## config.mk

```make
export PLATFORM = sky130hd
export DESIGN_NAME = lcd_hd44780_ctrl
export DESIGN_NICKNAME = d
export VERILOG_FILES = /design/src/rtl/lcd_hd44780_ctrl.sv
export SDC_FILE = /design/constraint.sdc
export NUM_CORES = 1
export LEC_CHECK = 0
export ABC_CLOCK_PERIOD_IN_PS = 4400
export CAP_MARGIN = 20
export CORE_UTILIZATION = 62
export CTS_CLUSTER_SIZE = 30
export DETAILED_ROUTE_END_ITERATION = 8
export PLACE_DENSITY = 0.78
export SLEW_MARGIN = 40
export SYNTH_ARGS = -nofsm -noshare
export SYNTH_HDL_FRONTEND = slang
export SYNTH_SLANG_ARGS = --single-unit
```

## constraint.sdc

```tcl
create_clock -name clk -period 4.4 [get_ports clk]
set_input_delay 0.88 -clock clk [delete_from_list [all_inputs] [get_ports clk]]
set_output_delay 0.88 -clock clk [all_outputs]
set_load 0.01 [all_outputs]
```

## src/rtl/lcd_hd44780_ctrl.sv

```systemverilog
// lcd_hd44780_ctrl: HD44780 8-bit write-only controller that inits the panel and refreshes a frame buffer forever
module lcd_hd44780_ctrl #(
  parameter int COLS = 16,
  parameter int ROWS = 2,
  parameter int E_CYC = 16,
  parameter int CMD_WAIT = 2000,
  parameter int CLR_WAIT = 80000,
  parameter int PWR_WAIT = 750000,
  localparam int AW = (ROWS * COLS > 1) ? $clog2(ROWS * COLS) : 1
) (
  input  logic          clk,
  input  logic          rst_n,
  input  logic          wr_en,
  input  logic [AW-1:0] wr_addr,
  input  logic [7:0]    wr_data,
  output logic          lcd_rs,
  output logic          lcd_rw,
  output logic          lcd_en,
  output logic [7:0]    lcd_dat,
  output logic          init_done,
  output logic          frame_done
);
  localparam int N = ROWS * COLS;
  localparam int MX1 = PWR_WAIT > CLR_WAIT ? PWR_WAIT : CLR_WAIT;
  localparam int MX2 = MX1 > CMD_WAIT ? MX1 : CMD_WAIT;
  localparam int MX = MX2 > E_CYC ? MX2 : E_CYC;
  localparam int CW = $clog2(MX + 1);
  localparam int CBW = $clog2(COLS + 1);
  localparam logic [CW-1:0] E_L = CW'(E_CYC - 1);
  localparam logic [CW-1:0] CMD_L = CW'(CMD_WAIT - 1);
  localparam logic [CW-1:0] CLR_L = CW'(CLR_WAIT - 1);
  localparam logic [CW-1:0] PWR_L = CW'(PWR_WAIT);
  localparam logic [CBW-1:0] C_L = CBW'(COLS);
  localparam logic [1:0] R_L = 2'(ROWS - 1);
  localparam logic [AW:0] N_L = (AW + 1)'(N);
  typedef enum logic [1:0] {PWR, INIT, REFR} st_t;
  typedef enum logic [1:0] {SETUP, HIGH, HOLD, WAIT} ph_t;
  st_t st, st_n;
  ph_t ph, ph_n;
  logic [CW-1:0] cnt, cnt_n, len;
  logic [1:0] ii, ii_n, r, r_n, pr;
  logic [CBW-1:0] c, c_n, pc;
  logic rs_n, done_q, ph_end, byte_end, init_last;
  logic [7:0] dat_n;
  logic [AW-1:0] rd;
  logic [7:0] mem [N];
  assign lcd_rw = 1'b0;
  // Sequencer: column 0 of each row is the set-DDRAM command, columns 1..COLS are characters
  always_comb begin
    len = ph == WAIT ? (!lcd_rs && lcd_dat == 8'h01 ? CLR_L : CMD_L) : E_L;
    ph_end = st != PWR && cnt == len;
    byte_end = ph_end && ph == WAIT;
    init_last = byte_end && st == INIT && ii == 2'd3;
    frame_done = byte_end && st == REFR && r == R_L && c == C_L;
    init_done = done_q || init_last;
    pr = st != REFR ? 2'd0 : c != C_L ? r : r == R_L ? 2'd0 : r + 2'd1;
    pc = st != REFR || c == C_L ? '0 : c + 1'b1;
    rd = AW'(int'(pr) * COLS + int'(pc) - 1);
    st_n = st;
    ph_n = ph;
    cnt_n = cnt + 1'b1;
    ii_n = ii;
    r_n = r;
    c_n = c;
    rs_n = lcd_rs;
    dat_n = lcd_dat;
    if (st == PWR && cnt == PWR_L) begin
      st_n = INIT;
      cnt_n = '0;
      dat_n = 8'h38;
    end else if (ph_end) begin
      cnt_n = '0;
      ph_n = ph_t'(ph + 2'd1);
      if (ph == WAIT && st == INIT && ii != 2'd3) begin
        ii_n = ii + 2'd1;
        dat_n = ii == 2'd0 ? 8'h0C : ii == 2'd1 ? 8'h06 : 8'h01;
      end else if (ph == WAIT) begin
        st_n = REFR;
        r_n = pr;
        c_n = pc;
        rs_n = pc != '0;
        dat_n = pc != '0 ? mem[rd] :
                8'h80 | (pr == 2'd1 ? 8'h40 : pr == 2'd2 ? 8'h14 : pr == 2'd3 ? 8'h54 : 8'h00);
      end
    end
  end
  // State and bus registers; rs/dat only load when a new byte enters SETUP
  always_ff @(posedge clk) begin
    if (!rst_n) begin
      st <= PWR;
      ph <= SETUP;
      cnt <= '0;
      ii <= '0;
      r <= '0;
      c <= '0;
      lcd_rs <= 1'b0;
      lcd_dat <= 8'h00;
      lcd_en <= 1'b0;
      done_q <= 1'b0;
    end else begin
      st <= st_n;
      ph <= ph_n;
      cnt <= cnt_n;
      ii <= ii_n;
      r <= r_n;
      c <= c_n;
      lcd_rs <= rs_n;
      lcd_dat <= dat_n;
      lcd_en <= ph_n == HIGH;
      done_q <= done_q | init_last;
    end
  end
  // Frame buffer; same-edge write/latch collision sends the old byte
  always_ff @(posedge clk) begin
    if (!rst_n) for (int i = 0; i < N; i++) mem[i] <= 8'h20;
    else if (wr_en && {1'b0, wr_addr} < N_L) mem[wr_addr] <= wr_data;
  end
endmodule
```

==> results.md <==
* Cts hold-fix bufs at 0
* Reg clk slew, reported paths at 60 ps
* Initial Utilization at 0.631
* Mapped Nets at 1151
* Post-synth ARST share at 0
* Fin nets at 1186
* Post-route cell area at 16000 µm²
* Reg area at 8570 µm²
* P_leak at 5.68 nW
* Final estimated routing congestion in global placement at 0.973
* Max_slew headroom at 0.472
* Crit Path Max Fanout at 6
* Number of port buffers at 27
* DRT Wirelength at 34200 µm
* Detailed router's first-iteration violation count at 1047
* Crit path buf inv count at 1
* Sequential area share after synthesis at 0.600
* Min Tclk post-route at 4240 ps
* P per Cell Area at 391 nW/µm²
* Antenna Cells at 0
* Finish-stage setup viols at 0
* Fmax at 236 MHz
* # Max-Cap Violations at 0
* Number of remaining DRC errors at 0
* DR WL/cell at 23.4 µm
* First-pass GRT wire length at 54000 µm
* Flops & latches, synth at 300
* Cells after Synth at 1120
* CP startpoint kind: flop
* Setup_tns at 0 ps
* DP Area at 14900 µm²
* Worst hold margin at 459 ps
* Worst-Skew Late Latency at 520 ps
* Initial antenna violation count at 0
* Netlist Area Pre-Place at 14300 µm²
* Die footprint at 23600 µm²
* Worst VDD drop at 0.336 mV
* Critical Path, Cell by Cell: nor4b_2 > nand4_1 > or3_1 > a211oi_4 > nand2_1 > nor4_1 > clkdlybuf4s50_1
* I/O pins at 29
* Synth-to-layout area growth at 12.0%
* Std-Cell Rows at 55
* Via count at 9225
* TritonCTS clock tree: built
* # resized after CTS at 0
* R2r setup slk at 320 ps
* Multi-input logic area at 5320 µm²
* DRT antenna net count at 0
* Final HPWL DP at 22900 µm
* Sink Count at 300
* Average size of a mapped cell at 12.8 µm²
* Setup Fix Bufs, Post-CTS at 1
* Hold Path Class: flop to flop
* WP data arrival at 3360 ps
* Status: complete, no violations
* Dominant synthesized flop cell: edfxtp_1
* Tightest Pin Transition at 789 ps
* Vias per cell at 6.31
* Largest net degree at the start of global routing at 44
* Grt total ovfl at 0
* Clock skew at 15.0 ps
* Syn. warnings at 0
* Top delay family on crit path: simple AND/OR/NAND/NOR gates
* Share of layout cells above drive strength 1 at 0.145
* Pwr Total at 6.26 mW
* Period utilisation layout at 0.963
* Htree depth at 2
* Clock buffer depth at 3
* Drt pass-1 iters at 5
* Horiz. Die Dim at 154 µm
* Critical path type: flop to output pin
* Die Y at 154 µm
* Fill count at 1513
* GRT Total Usage at 0.304
* Worst path max stage delay at 620 ps
* Fin. Hold Viols at 0
* EDFF count, synth at 256
* Crit. End Element: output pin
* CTS buffer count at 34
* Unrepaired setup endpoints after global routing: false
* Core area at 22600 µm²
* CP max-delay cell: clkdlybuf4s50_1
* Yosys cell types at 60
* Critical Path RT at 3520 ps
* Pins over their slew limit at 0
* Vias in the first global route at 9282
* Root buf cell: clkbuf_16
==> layer usage <==
metal  part of all wire  track usage  vias up
met5                  0            0        -
met1               0.39        0.405     4552
li1                   -            -     4138
met2               0.48        0.493      436
met4              0.043        0.133        0
met3              0.084       0.0581       99
==> path summary, 6_finish.rpt <==
kind,from,endpoint,depth (start not counted)
setup / recovery,lcd_dat[4],frame_done,7
hold / removal,cnt[0],cnt[0],1
setup reg to reg,c[0],lcd_dat[7],16
hold reg to reg,cnt[0],cnt[0],1
==> cells in the final DEF (no fill, tap or decap), types with 19 or more instances in the layout <==
cell type        netlist  final
and2_1               227    227
a21oi_1               25     25
nand2_1               57     57
a22oi_1               22     22
nor2_1                92     92
edfxtp_1             256    256
mux4_2                55     55
nand3_1               25     25
or3_1                 40     39
dfxtp_1               44     44
o21ai_0               36     36
buf_4                  4     50
clkbuf_16              0     35
clkdlybuf4s50_1        0     19
==> sequential cells by signal, summed over array words and instances, names as in the netlist, 2 cells and up <==
signal / count
ii: 2
cnt: 20
c: 5
st: 2
r: 2
ph: 2
lcd_dat: 8
mem: 256
==> worst reg2reg max path: cells and delay by family (launching register included) <==
family / cells / cell delay (ps)
AO/OA/AOI/OAI: 4 / 560
XOR/XNOR: 1 / 620
adder cells (fa/ha/maj): 3 / 790
buffers and inverters: 4 / 450
flip-flops: 1 / 390
AND/OR/NAND/NOR: 4 / 1170
==> synthesized netlist by cell type (3+ instances only) <==
library cell / n / share of area
inv_1: 17 / 0.0045
nor2_1: 92 / 0.024
xnor2_1: 17 / 0.010
nand4_1: 5 / 0.0022
ha_1: 14 / 0.012
o211ai_1: 5 / 0.0026
and3_1: 11 / 0.0048
or3_1: 40 / 0.018
a311oi_1: 4 / 0.0025
edfxtp_1: 256 / 0.54
nand2_1: 57 / 0.015
nor4_1: 6 / 0.0026
buf_4: 4 / 0.0021
buf_6: 3 / 0.0024
nand3_1: 25 / 0.0088
o21ai_0: 36 / 0.013
and2_1: 227 / 0.099
nor2b_1: 3 / 0.0013
nand2b_1: 4 / 0.0018
buf_2: 4 / 0.0014
a21oi_1: 25 / 0.0088
clkbuf_1: 68 / 0.018
a22oi_1: 22 / 0.012
mux2i_1: 14 / 0.0098
xor2_1: 13 / 0.0080
nor3_1: 4 / 0.0014
nand3b_1: 4 / 0.0021
o22ai_1: 4 / 0.0018
dfxtp_1: 44 / 0.062
mux4_2: 55 / 0.087
==> power breakdown <==
group,internal (mW),switching (mW),total (mW)
Sequential,3.21,0.0475,3.26
Clock,1.63,1.10,2.73
Combinational,0.0934,0.177,0.271
Total,4.94,1.32,6.26
==> cell families after synthesis <==
| family | share of synthesized area |
|---|---|
| compound gates | 0.0555 |
| xor+xnor | 0.0184 |
| fa+ha+maj | 0.0137 |
| buf+inv | 0.0286 |
| flops | 0.600 |
| mux | 0.0973 |
| other cells | 0.000263 |
| simple gates | 0.186 |
==> stage by stage <==
| stage | instances | setup WS, ps | util |
|---|---|---|---|
| final | 1462 | 163 | 0.707 |
| after global routing | 1462 | 12.0 | 0.707 |
| after global placement | 1402 | 586 | 0.660 |
| after CTS | 1462 | 188 | 0.707 |
| after detailed placement | 1403 | 426 | 0.660 |
| after floorplan | 1120 | 427 | - |
==> final cells by class <==
type / count / area share
Inverter: 18 / 0.00430
Multi-Input combinational cell: 723 / 0.333
Sequential cell: 300 / 0.536
Clock inverter: 15 / 0.00946
Clock buffer: 43 / 0.0566
Timing Repair Buffer: 78 / 0.0391
Tap cell: 285 / 0.0223
(Power assumes the default switching activity.)
